<file path="config.mk">
export PLATFORM = sky130hd
export DESIGN_NAME = tile_row_fetcher
export DESIGN_NICKNAME = d
export VERILOG_FILES = /design/src/rtl/tile_row_fetcher.sv
export SDC_FILE = /design/constraint.sdc
export NUM_CORES = 1
export LEC_CHECK = 0
export ABC_AREA = 1
export CORE_MARGIN = 1
export CORE_UTILIZATION = 65
export DETAILED_ROUTE_END_ITERATION = 12
export DONT_BUFFER_PORTS = 1
export PLACE_DENSITY = 0.92
export SETUP_SLACK_MARGIN = 0.5
export SYNTH_ARGS = -nofsm -noshare
export SYNTH_HDL_FRONTEND = slang
export SYNTH_SLANG_ARGS = --single-unit
</file>
<file path="constraint.sdc">
create_clock -name clk_draw -period 3 [get_ports clk_draw]
set_input_delay 0.6 -clock clk_draw [delete_from_list [all_inputs] [get_ports clk_draw]]
set_output_delay 0.6 -clock clk_draw [all_outputs]
set_load 0.02 [all_outputs]
</file>
<file path="src/rtl/tile_row_fetcher.sv">
// Tile store read initiator: fetches one span of tile words on a scanline and
// serialises each 16-bit word into four 4bpp pixels on a valid/ready stream.
module tile_row_fetcher #(
  parameter int FIFO_DEPTH = 2
) (
  input  logic        clk_draw,
  input  logic        rst,
  input  logic        start,
  input  logic [7:0]  line_y,
  input  logic [4:0]  first_tile,
  input  logic [5:0]  num_tiles,
  output logic [13:0] tile_addr,
  input  logic [15:0] tile_data,
  output logic        pix_valid,
  input  logic        pix_ready,
  output logic [3:0]  pix_data,
  output logic        pix_last,
  output logic        busy,
  output logic        done
);

  if (FIFO_DEPTH != 2) begin : g_depth_chk
    $error("tile_row_fetcher: FIFO_DEPTH must be 2");
  end

  typedef enum logic [1:0] {IDLE, FETCH, DRAIN, FIN} state_t;

  state_t      state, state_nxt;
  logic [6:0]  iss_left;
  logic [6:0]  emit_left;
  logic        vld_p0, vld_p1;
  logic [15:0] fifo_mem [FIFO_DEPTH];
  logic        wr_ptr, rd_ptr;
  logic [1:0]  cnt;
  logic [1:0]  nib;
  logic [2:0]  occ;
  logic        launch, issue, push, accept, pop;
  logic [15:0] head;

  // Words buffered plus reads still travelling through the store pipeline.
  assign occ    = {1'b0, cnt} + {2'b00, vld_p0} + {2'b00, vld_p1};
  assign launch = (state == IDLE) && start && (num_tiles != 6'd0);
  assign issue  = (state == FETCH) && (iss_left != 7'd0) && (occ < 3'd2);
  assign push   = vld_p1;
  assign accept = pix_valid && pix_ready;
  assign pop    = accept && (nib == 2'd3);

  assign head      = fifo_mem[rd_ptr];
  assign pix_valid = (cnt != 2'd0);
  assign pix_last  = pix_valid && (nib == 2'd3) && (emit_left == 7'd1);
  assign busy      = (state != IDLE);
  assign done      = (state == FIN);

  always_comb begin
    case (nib)
      2'd0:    pix_data = head[15:12];
      2'd1:    pix_data = head[11:8];
      2'd2:    pix_data = head[7:4];
      default: pix_data = head[3:0];
    endcase
  end

  always_comb begin
    state_nxt = state;
    case (state)
      IDLE:    if (start) state_nxt = (num_tiles == 6'd0) ? FIN : FETCH;
      FETCH:   if (issue && (iss_left == 7'd1)) state_nxt = DRAIN;
      DRAIN:   if (accept && pix_last) state_nxt = FIN;
      default: state_nxt = IDLE;
    endcase
  end

  // p0: address on the store bus; p1: store data valid, pushed at end of cycle
  always_ff @(posedge clk_draw) begin
    if (rst) begin
      state     <= IDLE;
      tile_addr <= 14'd0;
      iss_left  <= 7'd0;
      emit_left <= 7'd0;
      vld_p0    <= 1'b0;
      vld_p1    <= 1'b0;
      wr_ptr    <= 1'b0;
      rd_ptr    <= 1'b0;
      cnt       <= 2'd0;
      nib       <= 2'd0;
    end else begin
      state  <= state_nxt;
      vld_p0 <= launch || issue;
      vld_p1 <= vld_p0;
      // {tile_x, tile_col} counts as one 6-bit value so tile_x wraps mod 32.
      if (launch) begin
        tile_addr <= {line_y, first_tile, 1'b0};
        iss_left  <= {num_tiles, 1'b0} - 7'd1;
      end else if (issue) begin
        tile_addr <= {tile_addr[13:6], tile_addr[5:0] + 6'd1};
        iss_left  <= iss_left - 7'd1;
      end
      if ((state == IDLE) && start) emit_left <= {num_tiles, 1'b0};
      else if (pop)                 emit_left <= emit_left - 7'd1;
      if (push)   wr_ptr <= ~wr_ptr;
      if (pop)    rd_ptr <= ~rd_ptr;
      if (accept) nib    <= nib + 2'd1;
      cnt <= cnt + {1'b0, push} - {1'b0, pop};
    end
  end

  always_ff @(posedge clk_draw) begin
    if (push) fifo_mem[wr_ptr] <= tile_data;
  end

endmodule
</file>
==> impl_metrics.prom, run 1 <==
# TYPE chip_impl_metric gauge
chip_impl_metric{name="detail_route.drc_violations",unit=""} 0
chip_impl_metric{name="critPathRequiredTime",unit="ns"} 2.40
chip_impl_metric{name="grt_first_pass_wirelength",unit="um"} 11400
chip_impl_metric{name="routed-via-count",unit=""} 2747
chip_impl_metric{name="ys_ff_latch",unit=""} 71
chip_impl_metric{name="multi_input_area",unit="sq mm"} 0.00156
chip_impl_metric{name="synth-warning-count",unit=""} 0
chip_impl_metric{name="die_w",unit="um"} 76.1
chip_impl_metric{name="core.rowCount",unit=""} 26
chip_impl_metric{name="postRouteAntennaNets",unit=""} 0
chip_impl_metric{name="worstSkewPairLatency",unit="ns"} 0.34
chip_impl_metric{name="fillerInstances",unit=""} 379
chip_impl_metric{name="place.gp.congestion",unit=""} 0.818
chip_impl_info{name="unrepaired_setup_endpoints_after_global_routing",value="no"} 1
chip_impl_metric{name="clockBufferDepth",unit=""} 2
chip_impl_metric{name="cp_slowest_stage_delay",unit="ns"} 0.36
chip_impl_metric{name="sequential_cell_area",unit="sq mm"} 0.00174
chip_impl_metric{name="final_core_util",unit=""} 0.733
chip_impl_info{name="synth_top_family_by_area",value="simple AND/OR/NAND/NOR gates"} 1
chip_impl_metric{name="initial_utilization",unit=""} 0.686
chip_impl_info{name="cp_top_family",value="flip-flops"} 1
chip_impl_metric{name="post_synth_and_or_nand_nor_area_fraction",unit=""} 0.239
chip_impl_metric{name="tightest_slew",unit="ns"} 0.749
chip_impl_info{name="tritoncts",value="built"} 1
chip_impl_metric{name="synth_largest_type_area_fraction",unit=""} 0.269
chip_impl_info{name="run_status",value="completed"} 1
chip_impl_metric{name="syn_inst",unit=""} 410
chip_impl_info{name="yosys.area.top_type",value="sky130_fd_sc_hd__edfxtp_1"} 1
chip_impl_metric{name="wire_length_per_cell",unit="um"} 14.3
chip_impl_metric{name="layoutNonFillerInstCount",unit=""} 488
chip_impl_metric{name="synth.distinct_cells",unit=""} 40
chip_impl_metric{name="wl",unit="um"} 6970
chip_impl_metric{name="sequential_element_share_of_the_synthesized_area",unit=""} 0.488
chip_impl_info{name="worstSetupEndpointType",value="output pin"} 1
chip_impl_metric{name="cts_inserted_buffers",unit=""} 9
chip_impl_metric{name="finalHoldViolations",unit=""} 0
chip_impl_metric{name="vias_per_std_cell",unit=""} 5.63
chip_impl_metric{name="fin_nets",unit=""} 471
chip_impl_metric{name="static-leakage-power",unit="nW"} 1.65
chip_impl_info{name="worst_setup_path_start_kind",value="flop"} 1
chip_impl_metric{name="compound_cell_area_share_of_the_yosys_netlist",unit=""} 0.102
chip_impl_metric{name="report.final.slew_viol_count",unit=""} 0
chip_impl_metric{name="vdd.ir_drop.worst",unit="uV"} 552
chip_impl_metric{name="place.detailed.instances",unit=""} 472
chip_impl_metric{name="clock_sink_count",unit=""} 71
chip_impl_metric{name="number_of_antenna_violations_at_the_first_check_in_global_routing",unit=""} 0
chip_impl_metric{name="top_level_i_o_count",unit=""} 61
chip_impl_info{name="hold_path.class",value="primary input to flop"} 1
chip_impl_metric{name="layout_min_cycle_time",unit="ns"} 2.36
chip_impl_info{name="timing.setup.critical_path_class",value="flop to output pin"} 1
chip_impl_info{name="cts_root_buffer",value="sky130_fd_sc_hd__clkbuf_8"} 1
chip_impl_metric{name="grt_max_degree",unit=""} 28
chip_impl_metric{name="hpwlAfterDp",unit="um"} 4990
chip_impl_metric{name="synth_nets",unit=""} 468
chip_impl_info{name="crit_slowest_cell",value="sky130_fd_sc_hd__dfxtp_1"} 1
chip_impl_metric{name="timing.final.crit_share",unit=""} 0.788
chip_impl_metric{name="initialDrtViolationCount",unit=""} 146
chip_impl_metric{name="setup_tns",unit="ns"} 0
chip_impl_metric{name="final.setup_skew",unit="ns"} 0.0155
chip_impl_metric{name="mapped_cell_area",unit="sq mm"} 0.00357
chip_impl_metric{name="globalRoute.totalOverflow",unit=""} 0
chip_impl_metric{name="syn_to_final_growth",unit="%"} 6.98
chip_impl_metric{name="cp_num_buf_inv",unit=""} 1
chip_impl_metric{name="timing.critical_path.fanout_max",unit=""} 8
chip_impl_metric{name="post_synth_xor_area_fraction",unit=""} 0.0270
chip_impl_metric{name="cts_htree_levels",unit=""} 3
chip_impl_metric{name="finalHoldWorstSlack",unit="ns"} 0.325
chip_impl_metric{name="post_synth_fa_ha_maj_area_fraction",unit=""} 0.0666
chip_impl_metric{name="fmax",unit="MHz"} 423
chip_impl_info{name="ys_top_cells_by_area",value="sky130_fd_sc_hd__edfxtp_1 27%, sky130_fd_sc_hd__dfxtp_1 22%, sky130_fd_sc_hd__nand2_1 7.4%"} 1
chip_impl_metric{name="grt_pass1_vias",unit=""} 2610
chip_impl_metric{name="relSlewSlack",unit=""} 0.500
chip_impl_metric{name="number_of_max_cap_violations",unit=""} 0
chip_impl_metric{name="antenna_cells_inserted",unit=""} 0
chip_impl_metric{name="track_usage",unit=""} 0.251
chip_impl_metric{name="power_density",unit="mW/mm^2"} 816
chip_impl_metric{name="floorplan.core_area",unit="sq mm"} 0.00520
chip_impl_metric{name="cts.clk_slew.worst_paths",unit="ns"} 0.08
chip_impl_metric{name="total_power",unit="mW"} 3.12
chip_impl_metric{name="timing.critical_path.arrival",unit="ns"} 1.76
chip_impl_metric{name="number_of_port_buffers",unit=""} 0
chip_impl_metric{name="chipHeight",unit="um"} 76.1
chip_impl_info{name="cpMostUsedCell",value="sky130_fd_sc_hd__nand2_1"} 1
chip_impl_metric{name="fraction_of_final_layout_cells_with_drive_strength_greater_than_1",unit=""} 0.103
chip_impl_metric{name="detailedRoute.firstPassIterationCount",unit=""} 5
chip_impl_metric{name="cts_post_setup_buffers_inserted",unit=""} 0
chip_impl_metric{name="yosys-mux-area-fraction",unit=""} 0
chip_impl_metric{name="design.die.area",unit="sq mm"} 0.00579
chip_impl_info{name="path_cells",value="inv_1 -> ha_1 -> nand2_1 -> nand3_1 -> nand2_1 -> o22ai_1"} 1
chip_impl_metric{name="setup_viol",unit=""} 0
chip_impl_metric{name="avgSynthCellArea",unit="sq um"} 8.70
-- final timing paths --
path / from / cells past startpoint / to / slack (ns)
setup / recovery: nib[0]$_SDFFE_PP0P_ / 6 / pix_data[2] / 0.64
setup reg to reg: cnt[1]$_SDFF_PP0_ / 10 / cnt[1]$_SDFF_PP0_ / 1.15
hold reg to reg: vld_p0$_SDFF_PP0_ / 2 / push$_SDFF_PP0_ / 0.46
hold / removal: rst / 1 / vld_p0$_SDFF_PP0_ / 0.33
-- metrics by stage --
step | setup slack, ns | cell area (sq um)
after global routing | 0.503 | 3820
after detailed placement | 0.986 | 3610
after CTS | 0.623 | 3810
after floorplan | 0.998 | 3570
after global placement | 1.02 | 3610
final | 0.635 | 3820
-- power breakdown --
group | leakage [nW] | internal, mW | switching, mW
Combinational | 0.942 | 0.338 | 0.665
Sequential | 0.611 | 1.17 | 0.179
Clock | 0.101 | 0.429 | 0.331
Total | 1.65 | 1.94 | 1.17
-- synth_stat cells, drive strengths merged --
master	instances
nor2	60
a21oi	23
o211ai	4
or2	1
clkbuf	5
a31oi	1
inv	52
edfxtp	32
o21bai	1
xor2	8
dfxtp	39
nand3	27
nor4	2
nor3	4
xnor2	3
buf	5
clkinv	1
nand2	79
o21a	1
o21ai	30
nand4	6
nand3b	1
ha	19
o22ai	6
-- cell type report --
cell class,count,share of cell area
Clock buffer,13,0.0416
Timing Repair Buffer,2,0.00393
Clock inverter,3,0.0111
Multi-Input combinational cell,276,0.408
Tap cell,70,0.0229
Sequential cell,71,0.456
Inverter,53,0.0560
-- cell usage in the layout, fill, tap and decap left out, drive strengths merged --
cell type / Yosys / final
nand2: 79 / 79
nor2: 60 / 60
inv: 52 / 52
dfxtp: 39 / 39
edfxtp: 32 / 32
o21ai: 30 / 30
nand3: 27 / 27
a21oi: 23 / 23
ha: 19 / 19
clkbuf: 5 / 13
xor2: 8 / 8
o22ai: 6 / 6
nand4: 6 / 6
o211ai: 4 / 4
nor3: 4 / 4
xnor2: 3 / 3
clkinv: 1 / 3
nor4: 2 / 2
buf: 5 / 2
nand3b: 1 / 1
a31oi: 1 / 1
o21a: 1 / 1
o21bai: 1 / 1
or2: 1 / 1
bufinv: 0 / 1
-- logic make-up (layout without fill, tap and decap cells) --
| logic type | after synthesis | count (layout) |
|---|---|---|
| buffers and inverters | 63 | 71 |
| XOR/XNOR | 11 | 11 |
| AND/OR/NAND/NOR | 180 | 180 |
| flip-flops | 71 | 71 |
| AO/OA/AOI/OAI | 66 | 66 |
| adder cells (fa/ha/maj) | 19 | 19 |
-- metal layers --
layer  track usage  vias up  wire [um]
met3        0.0647       10        443
met4         0.129        0        108
met1         0.289     1281       2830
met5             0        -          0
li1              -     1356          -
met2         0.430      100       3590
-- repair_timing --
item | CTS | global route
hold buffers | 0 | 0
setup endpoints to repair | 0 | 1
hold endpoints to repair | 0 | 0
resized for setup | 0 | 1
-- state kept, by name (all words and copies together), names as in the netlist, named ones only --
signal and flops:
nib 2, fifo_mem 32, iss_left 7, wr_ptr 1
vld_p0 1, cnt 2, rd_ptr 1, state 2
push 1, tile_addr 14, emit_left 7
(Power assumes the default switching activity.)
==> run 2: changes to the inputs <==
--- a/config.mk
+++ b/config.mk
@@ -7,10 +7,10 @@
 export LEC_CHECK = 0
 export ABC_AREA = 1
 export CORE_MARGIN = 1
-export CORE_UTILIZATION = 65
+export CORE_UTILIZATION = 63
 export DETAILED_ROUTE_END_ITERATION = 12
 export DONT_BUFFER_PORTS = 1
-export PLACE_DENSITY = 0.92
+export PLACE_DENSITY = 0.9
 export SETUP_SLACK_MARGIN = 0.5
 export SYNTH_ARGS = -nofsm -noshare
 export SYNTH_HDL_FRONTEND = slang
==> constraint.sdc (replaced) <==
create_clock -name clk_draw -period 2.2 [get_ports clk_draw]
set_input_delay 0.44 -clock clk_draw [delete_from_list [all_inputs] [get_ports clk_draw]]
set_output_delay 0.44 -clock clk_draw [all_outputs]
set_load 0.02 [all_outputs]
==> run 2 against run 1 <==
Compared with the run above: final cell count up 3.3%; die area rose by 3.1%; design area grew 9.6%; clock power grew 34%; utilization increased by 3.1 points; flip-flop and latch count is the same; worst setup slack worse by 0.38 ns; clock-buffer cell count fell by 3; worst hold slack got worse by 0.18 ns; first-iteration DRC count is 1.4% higher; critical path depth did not move; wire length rose by 14%; highest routed layer unchanged.
==> impl_metrics.prom, run 2 (synthesis results as in run 1) <==
# TYPE chip_impl_metric gauge
chip_impl_info{name="run_status",value="completed"} 1
chip_impl_metric{name="cts_htree_levels",unit=""} 3
chip_impl_metric{name="place.gp.congestion",unit=""} 0.888
chip_impl_info{name="crit_slowest_cell",value="sky130_fd_sc_hd__dfxtp_4"} 1
chip_impl_metric{name="fraction_of_final_layout_cells_with_drive_strength_greater_than_1",unit=""} 0.222
chip_impl_metric{name="globalRoute.totalOverflow",unit=""} 0
chip_impl_metric{name="antenna_cells_inserted",unit=""} 0
chip_impl_metric{name="sequentialPowerShare",unit=""} 0.415
chip_impl_metric{name="routed-via-count",unit=""} 2832
chip_impl_metric{name="p_sw_frac",unit=""} 0.394
chip_impl_metric{name="clock_sink_count",unit=""} 71
chip_impl_metric{name="cp_slowest_stage_delay",unit="ns"} 0.41
chip_impl_metric{name="tightest_slew",unit="ns"} 0.726
chip_impl_metric{name="static-leakage-power",unit="nW"} 1.73
chip_impl_metric{name="cts.clk_slew.worst_paths",unit="ns"} 0.08
chip_impl_metric{name="chipHeight",unit="um"} 77.3
chip_impl_metric{name="number_of_antenna_violations_at_the_first_check_in_global_routing",unit=""} 0
chip_impl_info{name="tritoncts",value="built"} 1
chip_impl_metric{name="detailedRoute.firstPassIterationCount",unit=""} 5
chip_impl_metric{name="postLayoutCellArea",unit="sq mm"} 0.00418
chip_impl_metric{name="vias_per_std_cell",unit=""} 5.62
chip_impl_metric{name="final_core_util",unit=""} 0.764
chip_impl_metric{name="syn_to_final_growth",unit="%"} 17.2
chip_impl_metric{name="track_usage",unit=""} 0.278
chip_impl_metric{name="grt_first_pass_wirelength",unit="um"} 12600
chip_impl_metric{name="timing.critical_path.arrival",unit="ns"} 1.50
chip_impl_info{name="unrepaired_setup_endpoints_after_global_routing",value="yes"} 1
chip_impl_metric{name="floorplan.core_area",unit="sq mm"} 0.00547
chip_impl_info{name="final_common_cell",value="sky130_fd_sc_hd__nand2_1"} 1
chip_impl_metric{name="power_frac_comb",unit=""} 0.358
chip_impl_metric{name="holdBufCountCts",unit=""} 0
chip_impl_metric{name="wl",unit="um"} 7980
chip_impl_metric{name="finalHoldWorstSlack",unit="ns"} 0.149
chip_impl_metric{name="critPathRequiredTime",unit="ns"} 1.76
chip_impl_info{name="cts_root_buffer",value="sky130_fd_sc_hd__clkbuf_8"} 1
chip_impl_info{name="path_cells",value="inv_4 -> ha_4 -> a21oi_2 -> nand3_2 -> nand2_2 -> o22ai_4"} 1
chip_impl_metric{name="initial_utilization",unit=""} 0.652
chip_impl_metric{name="total_switching_power",unit="mW"} 1.77
chip_impl_metric{name="postRouteAntennaNets",unit=""} 0
chip_impl_metric{name="grt_max_degree",unit=""} 28
chip_impl_metric{name="finalHoldViolations",unit=""} 0
chip_impl_metric{name="final.setup_skew",unit="ns"} 0.00957
chip_impl_info{name="reg.largest.list",value="fifo_mem: 32 flops, tile_addr: 14 flops"} 1
chip_impl_metric{name="placedInstanceArea",unit="sq mm"} 0.00365
chip_impl_metric{name="number_of_max_cap_violations",unit=""} 0
chip_impl_metric{name="design.die.area",unit="sq mm"} 0.00597
chip_impl_info{name="worst_setup_path_start_kind",value="flop"} 1
chip_impl_metric{name="timing.critical_path.fanout_max",unit=""} 8
chip_impl_metric{name="number_of_port_buffers",unit=""} 0
chip_impl_metric{name="detail_route.drc_violations",unit=""} 0
chip_impl_metric{name="power_density",unit="mW/mm^2"} 1080
chip_impl_metric{name="initialDrtViolationCount",unit=""} 148
chip_impl_metric{name="top_level_i_o_count",unit=""} 61
chip_impl_metric{name="worstSkewPairLatency",unit="ns"} 0.35
chip_impl_info{name="most-common-layout-cells",value="64 x sky130_fd_sc_hd__nand2_1, 53 x sky130_fd_sc_hd__nor2_1, 41 x sky130_fd_sc_hd__inv_1, 35 x sky130_fd_sc_hd__dfxtp_1, 32 x sky130_fd_sc_hd__edfxtp_1"} 1
chip_impl_metric{name="clock_power_share",unit=""} 0.227
chip_impl_info{name="hold_path.class",value="primary input to flop"} 1
chip_impl_info{name="top_register",value="fifo_mem"} 1
chip_impl_metric{name="cts_inserted_buffers",unit=""} 9
chip_impl_info{name="timing.setup.critical_path_class",value="flop to output pin"} 1
chip_impl_metric{name="relSlewSlack",unit=""} 0.515
chip_impl_metric{name="die_w",unit="um"} 77.3
chip_impl_metric{name="power_report.internal_total",unit="mW"} 2.73
chip_impl_metric{name="layout_min_cycle_time",unit="ns"} 1.94
chip_impl_metric{name="hpwlAfterDp",unit="um"} 5130
chip_impl_metric{name="timing.final.crit_share",unit=""} 0.883
chip_impl_metric{name="setup_viol",unit=""} 0
chip_impl_metric{name="clockBufferDepth",unit=""} 2
chip_impl_info{name="worstSetupEndpointType",value="output pin"} 1
chip_impl_metric{name="grt_pass1_vias",unit=""} 2733
chip_impl_metric{name="setup_tns",unit="ns"} 0
chip_impl_metric{name="largest_register_ffs",unit=""} 32
chip_impl_metric{name="wire_length_per_cell",unit="um"} 15.8
chip_impl_metric{name="total_power",unit="mW"} 4.50
chip_impl_metric{name="fmax",unit="MHz"} 515
chip_impl_metric{name="core.rowCount",unit=""} 27
chip_impl_metric{name="report.final.slew_viol_count",unit=""} 0
chip_impl_metric{name="vdd.ir_drop.worst",unit="uV"} 1190
chip_impl_metric{name="fin_nets",unit=""} 485
run 2: layout make-up:
type	count	area, sq um
sequential	71	1750
clock inverter	6	60.1
clock buffer	10	138
timing repair buffer	15	113
inverter	53	224
fill	369	1290
multi-input combinational	277	1810
tap	72	90.1
run 2: final timing paths:
| path | startpoint | endpoint | slack (ns) | cells after the start |
|---|---|---|---|---|
| worst max-delay path | nib[1]$_SDFFE_PP0P_ | pix_data[1] | 0.26 | 6 |
| worst min-delay path | rst | iss_left[3]$_SDFFE_PP0P_ | 0.15 | 1 |
| worst max register to register | nib[1]$_SDFFE_PP0P_ | cnt[1]$_SDFF_PP0_ | 0.40 | 10 |
| worst min register to register | vld_p0$_SDFF_PP0_ | push$_SDFF_PP0_ | 0.44 | 2 |
run 2: metrics by stage:
stage / cells / worst slack, ns
after floorplan: 410 / 0.537
after global placement: 475 / 0.476
after detailed placement: 475 / 0.380
after CTS: 495 / 0.294
after global routing: 504 / 0.208
final: 504 / 0.258
run 2: power groups by stage:
stage                     Sequential [mW]  Clock (mW)  Combinational, mW
after global placement               1.86           0               1.30
after global routing                 1.89        1.09               1.77
after detailed placement             1.87           0               1.35
after CTS                            1.85        1.03               1.45
final                                1.87        1.02               1.61
after floorplan                      1.83           0               1.16
run 2: critical path: cells and delay by family (launching register included):
kind            cells  cell delay (ns)
compound gates      2             0.26
simple gates        2             0.22
flops               1             0.41
fa+ha+maj           1             0.21
buf+inv             1             0.06
run 2: what timing repair did:
action	in CTS	in global routing
gates resized for setup	36	23
endpoints found under the hold margin	0	0
setup buffers	3	9
cloned	1	0
endpoints found under the setup margin	18	21
pin swaps	8	6
run 2: routing by layer:
layer | global-route usage | vias to the layer above | routed length, um
met2 | 0.519 | 117 | 4290
li1 | - | 1386 | -
met3 | 0.100 | 17 | 590
met5 | 0 | - | 0
met1 | 0.272 | 1312 | 2900
met4 | 0.123 | 0 | 202
